## src/rtl/frame_ring_pkg.sv

```systemverilog
// Shared types and helpers for the frame ring controller (optional FRAME_REPEAT_EN build
// behaviour lives in frame_ring_ctrl).
package frame_ring_pkg;

  typedef enum logic [1:0] {
    WrIdle,
    WrFill,
    WrWait
  } wr_state_e;

  typedef enum logic {
    RdIdle,
    RdRead
  } rd_state_e;

  localparam logic ASSERT_H   = 1'b1;
  localparam logic DEASSERT_H = 1'b0;

  // Base of the following slot: the next sequential word, or the ring base after the last slot.
  function automatic logic [63:0] wrap_addr(input logic [63:0] addr, input logic last_slot,
                                            input logic [63:0] base);
    return last_slot ? base : addr + 64'd1;
  endfunction

endpackage

```

## src/rtl/frame_ring_port.sv

```systemverilog
// Slot/offset counter and word-address generator for one side of the frame ring.
// hold_i at the last accepted word rewinds to the current slot base instead of advancing.
module frame_ring_port
  import frame_ring_pkg::*;
#(
  parameter int unsigned ADDR_WIDTH  = 29,
  parameter int unsigned BASE_ADDR   = 2,
  parameter int unsigned FRAME_WORDS = 500,
  parameter int unsigned NUM_FRAMES  = 3
) (
  input  logic                  clk_i,
  input  logic                  reset_i,
  input  logic                  accept_i,
  input  logic                  hold_i,
  output logic [ADDR_WIDTH-1:0] addr_o,
  output logic                  last_o,
  output logic                  done_o
);

  localparam int unsigned OffW  = $clog2(FRAME_WORDS);
  localparam int unsigned SlotW = $clog2(NUM_FRAMES);

  logic [ADDR_WIDTH-1:0] addr_q, addr_d;
  logic [ADDR_WIDTH-1:0] base_q, base_d;
  logic [OffW-1:0]       off_q, off_d;
  logic [SlotW-1:0]      slot_q, slot_d;
  logic                  done_q, done_d;
  logic                  last_slot;

  assign last_o    = (off_q == OffW'(FRAME_WORDS - 1));
  assign last_slot = (slot_q == SlotW'(NUM_FRAMES - 1));
  assign addr_o    = addr_q;
  assign done_o    = done_q;

  always_comb begin
    addr_d = addr_q;
    base_d = base_q;
    off_d  = off_q;
    slot_d = slot_q;
    done_d = DEASSERT_H;
    if (accept_i) begin
      if (last_o) begin
        done_d = ASSERT_H;
        off_d  = '0;
        if (hold_i) begin
          addr_d = base_q;
        end else begin
          addr_d = ADDR_WIDTH'(wrap_addr(64'(addr_q), last_slot, 64'(BASE_ADDR)));
          base_d = addr_d;
          slot_d = last_slot ? '0 : slot_q + SlotW'(1);
        end
      end else begin
        off_d  = off_q + OffW'(1);
        addr_d = addr_q + ADDR_WIDTH'(1);
      end
    end
  end

  always_ff @(posedge clk_i) begin
    if (reset_i) begin
      addr_q <= ADDR_WIDTH'(BASE_ADDR);
      base_q <= ADDR_WIDTH'(BASE_ADDR);
      off_q  <= '0;
      slot_q <= '0;
      done_q <= DEASSERT_H;
    end else begin
      addr_q <= addr_d;
      base_q <= base_d;
      off_q  <= off_d;
      slot_q <= slot_d;
      done_q <= done_d;
    end
  end

endmodule

```

## src/rtl/frame_ring_ctrl.sv

```systemverilog
// Frame ring controller: whole-frame writes and in-order reads over NUM_FRAMES slots.
// Define FRAME_REPEAT_EN to make the reader hold and reread its last frame.
module frame_ring_ctrl
  import frame_ring_pkg::*;
#(
  parameter int unsigned ADDR_WIDTH  = 29,
  parameter int unsigned BASE_ADDR   = 2,
  parameter int unsigned FRAME_WORDS = 500,
  parameter int unsigned NUM_FRAMES  = 3,
  parameter int unsigned CNT_WIDTH   = 4
) (
  input  logic                  wr_clk,
  input  logic                  reset,
  input  logic                  wr_req,
  input  logic                  wr_rdy,
  output logic                  wr_en,
  output logic [ADDR_WIDTH-1:0] wr_addr,
  input  logic                  rd_req,
  input  logic                  rd_rdy,
  output logic                  rd_en,
  output logic [ADDR_WIDTH-1:0] rd_addr,
  output logic                  wr_frame_done,
  output logic                  rd_frame_done,
  output logic [CNT_WIDTH-1:0]  frame_cnt,
  output logic                  full,
  output logic                  empty
);

  wr_state_e wr_state_q, wr_state_d;
  rd_state_e rd_state_q, rd_state_d;
  logic wr_en_q, wr_en_d;
  logic rd_en_q, rd_en_d;
  logic [CNT_WIDTH-1:0] frame_cnt_q, frame_cnt_d;

  logic wr_accept, rd_accept, wr_last, rd_last, rd_hold, commit, release_frame;

  assign wr_accept = wr_en_q & wr_rdy;
  assign rd_accept = rd_en_q & rd_rdy;
  assign commit    = wr_accept & wr_last;

`ifdef FRAME_REPEAT_EN
  // The frame on display stays held until a newer one is committed behind it.
  assign rd_hold = (frame_cnt_q < CNT_WIDTH'(2));
`else
  assign rd_hold = DEASSERT_H;
`endif

  assign release_frame = rd_accept & rd_last & ~rd_hold;

  assign wr_en     = wr_en_q;
  assign rd_en     = rd_en_q;
  assign frame_cnt = frame_cnt_q;
  assign full      = (frame_cnt_q == CNT_WIDTH'(NUM_FRAMES));
  assign empty     = (frame_cnt_q == '0);

  frame_ring_port #(
    .ADDR_WIDTH (ADDR_WIDTH),
    .BASE_ADDR  (BASE_ADDR),
    .FRAME_WORDS(FRAME_WORDS),
    .NUM_FRAMES (NUM_FRAMES)
  ) u_wr_port (
    .clk_i   (wr_clk),
    .reset_i (reset),
    .accept_i(wr_accept),
    .hold_i  (DEASSERT_H),
    .addr_o  (wr_addr),
    .last_o  (wr_last),
    .done_o  (wr_frame_done)
  );

  frame_ring_port #(
    .ADDR_WIDTH (ADDR_WIDTH),
    .BASE_ADDR  (BASE_ADDR),
    .FRAME_WORDS(FRAME_WORDS),
    .NUM_FRAMES (NUM_FRAMES)
  ) u_rd_port (
    .clk_i   (wr_clk),
    .reset_i (reset),
    .accept_i(rd_accept),
    .hold_i  (rd_hold),
    .addr_o  (rd_addr),
    .last_o  (rd_last),
    .done_o  (rd_frame_done)
  );

  always_comb begin
    wr_state_d = wr_state_q;
    wr_en_d    = wr_en_q;
    case (wr_state_q)
      WrIdle: begin
        wr_en_d = DEASSERT_H;
        if (wr_req) begin
          if (!full) begin
            wr_state_d = WrFill;
            wr_en_d    = ASSERT_H;
          end else begin
            wr_state_d = WrWait;
          end
        end
      end
      WrFill: begin
        wr_en_d = wr_req;
        if (commit) begin
          wr_state_d = WrIdle;
          wr_en_d    = DEASSERT_H;
        end
      end
      WrWait: begin
        wr_en_d = DEASSERT_H;
        if (!full) wr_state_d = WrIdle;
      end
      default: begin
        wr_state_d = WrIdle;
        wr_en_d    = DEASSERT_H;
      end
    endcase
  end

  always_comb begin
    rd_state_d = rd_state_q;
    rd_en_d    = rd_en_q;
    case (rd_state_q)
      RdIdle: begin
        rd_en_d = DEASSERT_H;
        if (rd_req && !empty) begin
          rd_state_d = RdRead;
          rd_en_d    = ASSERT_H;
        end
      end
      RdRead: begin
        rd_en_d = rd_req;
        if (rd_accept && rd_last) begin
          rd_state_d = RdIdle;
          rd_en_d    = DEASSERT_H;
        end
      end
      default: begin
        rd_state_d = RdIdle;
        rd_en_d    = DEASSERT_H;
      end
    endcase
  end

  always_comb begin
    frame_cnt_d = frame_cnt_q;
    case ({commit, release_frame})
      2'b10:   frame_cnt_d = frame_cnt_q + CNT_WIDTH'(1);
      2'b01:   frame_cnt_d = frame_cnt_q - CNT_WIDTH'(1);
      default: frame_cnt_d = frame_cnt_q;
    endcase
  end

  always_ff @(posedge wr_clk) begin
    if (reset) begin
      wr_state_q  <= WrIdle;
      rd_state_q  <= RdIdle;
      wr_en_q     <= DEASSERT_H;
      rd_en_q     <= DEASSERT_H;
      frame_cnt_q <= '0;
    end else begin
      wr_state_q  <= wr_state_d;
      rd_state_q  <= rd_state_d;
      wr_en_q     <= wr_en_d;
      rd_en_q     <= rd_en_d;
      frame_cnt_q <= frame_cnt_d;
    end
  end

endmodule

```

## config.mk

```make
export PLATFORM = sky130hd
export DESIGN_NAME = frame_ring_ctrl
export DESIGN_NICKNAME = d
export VERILOG_FILES = /design/src/rtl/frame_ring_pkg.sv /design/src/rtl/frame_ring_port.sv /design/src/rtl/frame_ring_ctrl.sv
export SDC_FILE = /design/constraint.sdc
export NUM_CORES = 1
export LEC_CHECK = 0
export ABC_AREA = 1
export ABC_CLOCK_PERIOD_IN_PS = 3000
export CAP_MARGIN = 10
export CORE_ASPECT_RATIO = 0.9
export CORE_MARGIN = 3
export CORE_UTILIZATION = 50
export DETAILED_ROUTE_END_ITERATION = 12
export GPL_TIMING_DRIVEN = 0
export PLACE_DENSITY = 0.75
export SLEW_MARGIN = 0
export SYNTH_ARGS = -nofsm -noshare
export SYNTH_HDL_FRONTEND = slang
export SYNTH_SLANG_ARGS = --single-unit
```

## constraint.sdc

```tcl
create_clock -name wr_clk -period 3 [get_ports wr_clk]
set_clock_uncertainty 0.15 [all_clocks]
set_input_delay 0.75 -clock wr_clk [delete_from_list [all_inputs] [get_ports wr_clk]]
set_output_delay 0.75 -clock wr_clk [all_outputs]
set_load 0.05 [all_outputs]
```

==> impl_metrics.py, run 1 <==
metrics = {
    "outcome": {
        "outcome": "completed",
    },
    "clock_network": {
        "path_clk_slew_ns": 0.08,
        "tritoncts": "built",
        "cts.path.max_buffers": 2,
        "insertion_delay_ns": 0.36,
        "cts_resized": 0,
        "cts_hold_buf": 0,
        "cts_buffers": 9,
        "cts_setup_buffers": 0,
        "cts.sink_count": 91,
        "cts_max_level": 3,
        "root_buffer": "clkbuf_8",
    },
    "pwr": {
        "p_leak_nw": 2.277,
        "p_comb_frac": 0.035,
        "power.switching_uw": 474.4,
        "power.internal_mw": 1.813,
        "peakVddDrop_mv": 0.4600,
        "clkPwrFrac": 0.433,
        "switching_share": 0.2074,
        "sequentialPowerShare": 0.532,
        "powerDensity_mw_per_mm2": 394.9,
    },
    "global_route": {
        "grt_usage": 0.2124,
        "grt-busiest-layer": "met2",
        "met1_usage": 0.2758,
        "use_met3": 0.06015,
        "antenna_found_initial": 0,
        "grt_pass1_vias": 4154,
        "grt_pass1_wl_um": 18570,
        "grtUsageMet2": 0.3499,
        "grt_max_degree": 15,
        "overflow": 0,
    },
    "placed_design": {
        "io_buffers": 72,
        "pre_cts_ws_ns": -0.1939,
        "dpl.hpwl_um": 8190,
        "gp_congestion": 0.8554,
    },
    "die": {
        "die-area_mm2": 0.01055,
        "pin_count": 74,
        "die_y_um": 97.73,
        "die_w_um": 107.9,
        "fp-row-count": 32,
        "start_util": 0.5283,
        "core_area_mm2": 0.008848,
    },
    "final_layout": {
        "layout-drive-gt1-share": 0.1017,
        "nets": 775,
        "final_cell_mix": "nand2_1, nor2_1, inv_1, dfxtp_1, clkdlybuf4s50_1",
        "diodes": 0,
        "syn_to_final_growth_pct": 23.90,
        "final_common_cell": "nand2_1",
    },
    "job": {
        "drv_cap": 0,
    },
    "route": {
        "drc": 0,
        "first_pass_iters": 5,
        "viasPerCell": 4.994,
        "vias": 4425,
        "routed_wl_um": 10790,
        "antenna_left": 0,
        "wl_per_cell_um": 12.18,
        "drt_iter0_markers": 198,
    },
    "sta": {
        "period_needed_ns": 2.855,
        "finalHoldViolations": 0,
        "finalHoldWorstSlack_ns": 0.3017,
        "drv_slew": 0,
        "max_freq_mhz": 350.3,
        "relSlewSlack": 0.6472,
        "period_share": 0.9516,
        "setup_viol": 0,
        "rsz0062_at_grt": "no",
        "tns_ns": 0,
        "max_slew.worst_pin.slew_ns": 0.5275,
        "setup_slack_ns": 0.1451,
    },
    "synthesis": {
        "syn_area_mm2": 0.004674,
        "synthFlopType": "dfxtp_1",
        "synth_cell_type_count": 36,
        "synth-edff-count": 0,
        "syn_nets": 692,
        "synthCells": 679,
        "ys.warnings.count": 0,
        "synth_seq_cells": 91,
        "synthArstFlopShare": 0,
        "synth-seq-area-share": 0.3897,
        "syn_avg_cell_area_um2": 6.884,
    },
    "critical_path": {
        "worstPathRequired_ns": 2.10,
        "crit_fanout": 8,
        "r2r_slack_ns": 0.57,
        "critPathLaunchType": "flop",
        "end_kind": "primary output",
        "crit_type": "flop to primary output",
        "cp.arrival_ns": 1.95,
    },
    "min_path": {
        "hp-class": "flop to flop",
    },
}
sequential cells by signal, indices dropped and copies added (netlist names):
register / count
u_rd_port.done_o: 1
u_wr_port.done_o: 1
rd_en: 1
u_rd_port.slot_q: 2
u_wr_port.slot_q: 2
rd_state_q: 1
u_rd_port.off_q: 9
wr_state_q: 2
frame_cnt: 4
wr_en: 1
u_wr_port.off_q: 9
u_wr_port.addr_o: 29
u_rd_port.addr_o: 29
critical path, cell delays in order, from the launching register on:
cell and delay (ns):
dfxtp_1 0.49, nand3_1 0.19, inv_1 0.11, clkdlybuf4s50_1 0.81
synthesized netlist by cell type (5+ instances only):
cell / count / area (um2)
a21oi_1: 20 / 100.1
dfxtp_1: 91 / 1822
ha_1: 7 / 87.58
inv_1: 96 / 360.4
nand2_1: 158 / 593.1
nand2_2: 12 / 75.07
nand3_1: 49 / 245.2
nand3_2: 5 / 50.05
nand4_1: 13 / 81.33
nor2_1: 115 / 431.7
nor2_2: 14 / 87.58
nor2_4: 9 / 101.4
nor3_1: 12 / 60.06
nor3_2: 5 / 50.05
nor3b_1: 8 / 60.06
o21ai_0: 17 / 85.08
xnor2_1: 6 / 52.55
xor2_1: 10 / 87.58
kinds of logic after synthesis:
logic type / after synthesis / synth area share
buffers and inverters: 108 / 0.09582
AO/OA/AOI/OAI: 51 / 0.06023
AND/OR/NAND/NOR: 406 / 0.4055
flip-flops: 91 / 0.3897
XOR/XNOR: 16 / 0.02998
adder cells (fa/ha/maj): 7 / 0.01874
through the flow:
step	power [mW]	area [um2]	utilization	instances
floorplan	1.299	4681	-	679
global placement	1.324	5550	0.6273	870
detailed placement	1.326	5550	0.6273	870
CTS	2.314	5792	0.6546	886
global route	2.386	5792	0.6546	886
finish	2.287	5792	0.6546	886
metal layers:
| layer | wire length (um) | part of all wire | vias to the layer above |
|---|---|---|---|
| met5 | 0 | 0 | - |
| met2 | 5081 | 0.47 | 108 |
| li1 | - | - | 2292 |
| met3 | 578 | 0.054 | 13 |
| met4 | 116 | 0.011 | 0 |
| met1 | 5015 | 0.46 | 2012 |
worst paths after layout:
path / start / end / depth (start not counted)
worst max-delay path: frame_cnt[0] / full / 3
worst min-delay path: u_rd_port.off_q[6] / u_rd_port.off_q[6] / 2
worst max register to register: u_wr_port.off_q[1] / frame_cnt[2] / 13
worst min register to register: u_rd_port.off_q[6] / u_rd_port.off_q[6] / 2
final cells by class:
cell class | instances | area, um2
plain buffers | 8 | 70.07
clock buffers | 11 | 141.4
clock inverters | 5 | 100.1
fillers | 796 | 3057
inverters | 100 | 377.9
multi-input cells | 480 | 2411
flip-flops and latches | 91 | 1822
well taps | 119 | 148.9
repair buffers | 72 | 720.7
power groups by stage:
stage	clock [mW]	combinational, mW	sequential [mW]
3_5_place_dp	0	0.0810	1.25
6_report	0.990	0.0807	1.22
4_1_cts	1.02	0.0816	1.22
5_1_grt	1.08	0.0882	1.22
3_3_place_gp	0	0.0793	1.24
2_1_floorplan	0	0.0470	1.25
Note: power is estimated with default switching activity, not from simulation.
==> inputs of run 2 (changes only) <==
- DONT_BUFFER_PORTS: unset -> 1
- PLACE_DENSITY: 0.75 -> 0.65
==> run 2 against run 1 <==
  * Maximum frequency up 5.9%
  * Power down 8.6%
  * First-iteration DRC count up 38%
  * Routed wire length down 6.9%
  * Sequential share of layout area up 4.7 points
  * Clock power down 19%
  * Worst hold slack better by 0.0051 ns
  * Global-route usage down 1.2 points
  * Via count down 8.0%
  * Critical path type unchanged
==> impl_metrics.py, run 2 (synthesis gave the netlist of run 1 again) <==
metrics = {
    "outcome": {
        "outcome": "completed",
    },
    "final_layout": {
        "final_cell_area_mm2": 0.005040,
        "diodes": 0,
        "syn_to_final_growth_pct": 7.816,
        "fillers": 850,
        "final_common_cell": "nand2_1",
        "layout-drive-gt1-share": 0.1162,
        "nets": 705,
        "final_cell_mix": "nand2_1, nor2_1, inv_1, dfxtp_1, nand3_1",
    },
    "job": {
        "drv_cap": 0,
    },
    "sta": {
        "period_share": 0.8987,
        "drv_slew": 0,
        "max_freq_mhz": 370.9,
        "setup_viol": 0,
        "rsz0062_at_grt": "no",
        "relSlewSlack": 0.5224,
        "finalHoldViolations": 0,
        "max_slew.worst_pin.slew_ns": 0.7154,
        "tns_ns": 0,
        "period_needed_ns": 2.696,
    },
    "die": {
        "start_util": 0.5283,
        "die-area_mm2": 0.01055,
        "die_w_um": 107.9,
        "pin_count": 74,
        "core_area_mm2": 0.008848,
        "fp-row-count": 32,
        "die_y_um": 97.73,
    },
    "critical_path": {
        "crit_fanout": 8,
        "ff2ff_path_depth": 12,
        "cp.arrival_ns": 1.80,
        "critPathLaunchType": "flop",
        "slowest_stage": "dfxtp_1",
        "slowest_delay_ns": 0.79,
        "critical_path_buf_inv_count": 1,
        "path_cells": "nand3_1 -> inv_1",
        "crit_type": "flop to primary output",
        "end_kind": "primary output",
        "crit_family": "flip-flops",
        "r2r_end": "frame_cnt[2]",
        "r2r_slack_ns": 0.34,
        "r2r-start": "wr_en",
        "worstPathRequired_ns": 2.10,
    },
    "min_path": {
        "hold_depth": 2,
        "hold_start": "u_rd_port.off_q[6]",
        "hold_end": "u_rd_port.off_q[6]",
        "hp-class": "flop to flop",
    },
    "clock_network": {
        "tritoncts": "built",
        "cts_setup_buffers": 0,
        "insertion_delay_ns": 0.35,
        "root_buffer": "clkbuf_8",
        "cts.path.max_buffers": 2,
        "cts.sink_count": 91,
        "cts_buffers": 9,
        "cts_max_level": 3,
        "path_clk_slew_ns": 0.09,
        "cts_hold_buf": 0,
    },
    "route": {
        "drc": 0,
        "first_pass_iters": 5,
        "drt_iter0_markers": 274,
        "antenna_left": 0,
        "vias": 4071,
        "viasPerCell": 4.989,
        "routed_wl_um": 10050,
        "wl_per_cell_um": 12.32,
    },
    "pwr": {
        "p_leak_nw": 2.005,
        "power.switching_uw": 485.1,
        "p_comb_frac": 0.029,
        "sequentialPowerShare": 0.586,
        "powerDensity_mw_per_mm2": 414.8,
        "power.internal_mw": 1.605,
        "peakVddDrop_mv": 0.2185,
        "switching_share": 0.2321,
        "clkPwrFrac": 0.385,
    },
    "global_route": {
        "grtUsageMet2": 0.3217,
        "grt_usage": 0.2003,
        "grt_max_degree": 16,
        "grt-busiest-layer": "met2",
        "overflow": 0,
        "met1_usage": 0.2639,
        "antenna_found_initial": 0,
        "grt_pass1_wl_um": 17460,
        "use_met3": 0.05684,
        "grt_pass1_vias": 3790,
    },
    "placed_design": {
        "place_area_mm2": 0.004830,
        "gp_congestion": 0.8402,
        "dpl.hpwl_um": 7713,
        "io_buffers": 0,
    },
}
-- run 2: tightest hold or removal path: cells and delay by family (launching register included) --
kind / cells / cell delay (ns)
AOI/OAI and AO/OA: 1 / 0.05
buffers and inverters: 1 / 0.05
DFF: 1 / 0.33
-- run 2: metrics by stage --
stage                     power, mW  worst slack, ns  utilization  hold slack (ns)  instances
after floorplan               1.299           0.4873            -           0.2708        679
after global placement        1.314           0.2050       0.5458           0.2814        798
after detailed placement      1.315           0.1625       0.5458           0.2894        798
after CTS                     2.130         0.004136       0.5682           0.3042        814
after global routing          2.187           0.1476       0.5696           0.3390        816
final                         2.090           0.3039       0.5696           0.3069        816
-- run 2: worst max path at each step --
| stage | startpoint | slack, ns | end | depth (start not counted) |
|---|---|---|---|---|
| final | frame_cnt[0] | 0.30 | full | 2 |
| after global routing | rd_en | 0.15 | frame_cnt[2] | 12 |
| after CTS | frame_cnt[0] | 0.004 | empty | 1 |
| after detailed placement | wr_rdy | 0.16 | frame_cnt[2] | 12 |
| after global placement | wr_rdy | 0.20 | frame_cnt[2] | 12 |
| after floorplan | frame_cnt[0] | 0.49 | empty | 1 |
-- run 2: area by class of cell --
type / count / area (um2) / share of cell area
buffer: 8 / 70.07 / 0.01390
clock buffer: 12 / 165.2 / 0.03277
clock inverter: 4 / 32.53 / 0.006455
inverter: 100 / 377.9 / 0.07498
multi-input combinational: 480 / 2411 / 0.4784
sequential: 91 / 1823 / 0.3617
tap: 119 / 148.9 / 0.02954
timing repair buffer: 2 / 11.26 / 0.002234
-- run 2: power by group through the flow --
stage	clock [mW]	combinational, mW	sequential [mW]
2_1_floorplan	0	0.0470	1.25
3_3_place_gp	0	0.0604	1.25
3_5_place_dp	0	0.0612	1.25
4_1_cts	0.843	0.0616	1.23
5_1_grt	0.891	0.0685	1.23
6_report	0.804	0.0607	1.23
-- run 2: repair_timing --
item	CTS	global route
gates resized for setup	0	1
endpoints found under the setup margin	0	1
hold endpoints to repair	0	0
-- run 2: per-layer routing --
| metal | part of all wire | up-vias |
|---|---|---|
| met2 | 0.46 | 84 |
| met5 | 0 | - |
| met3 | 0.065 | 7 |
| met1 | 0.47 | 1810 |
| met4 | 0.0075 | 0 |
| li1 | - | 2170 |
==> inputs of run 3 (changes only) <==
- DONT_BUFFER_PORTS: 1 -> unset
- PLACE_DENSITY: 0.65 -> 0.75
==> results of run 3 <==
Same layout as run 1: the final DEF is identical, and so are final timing and power.
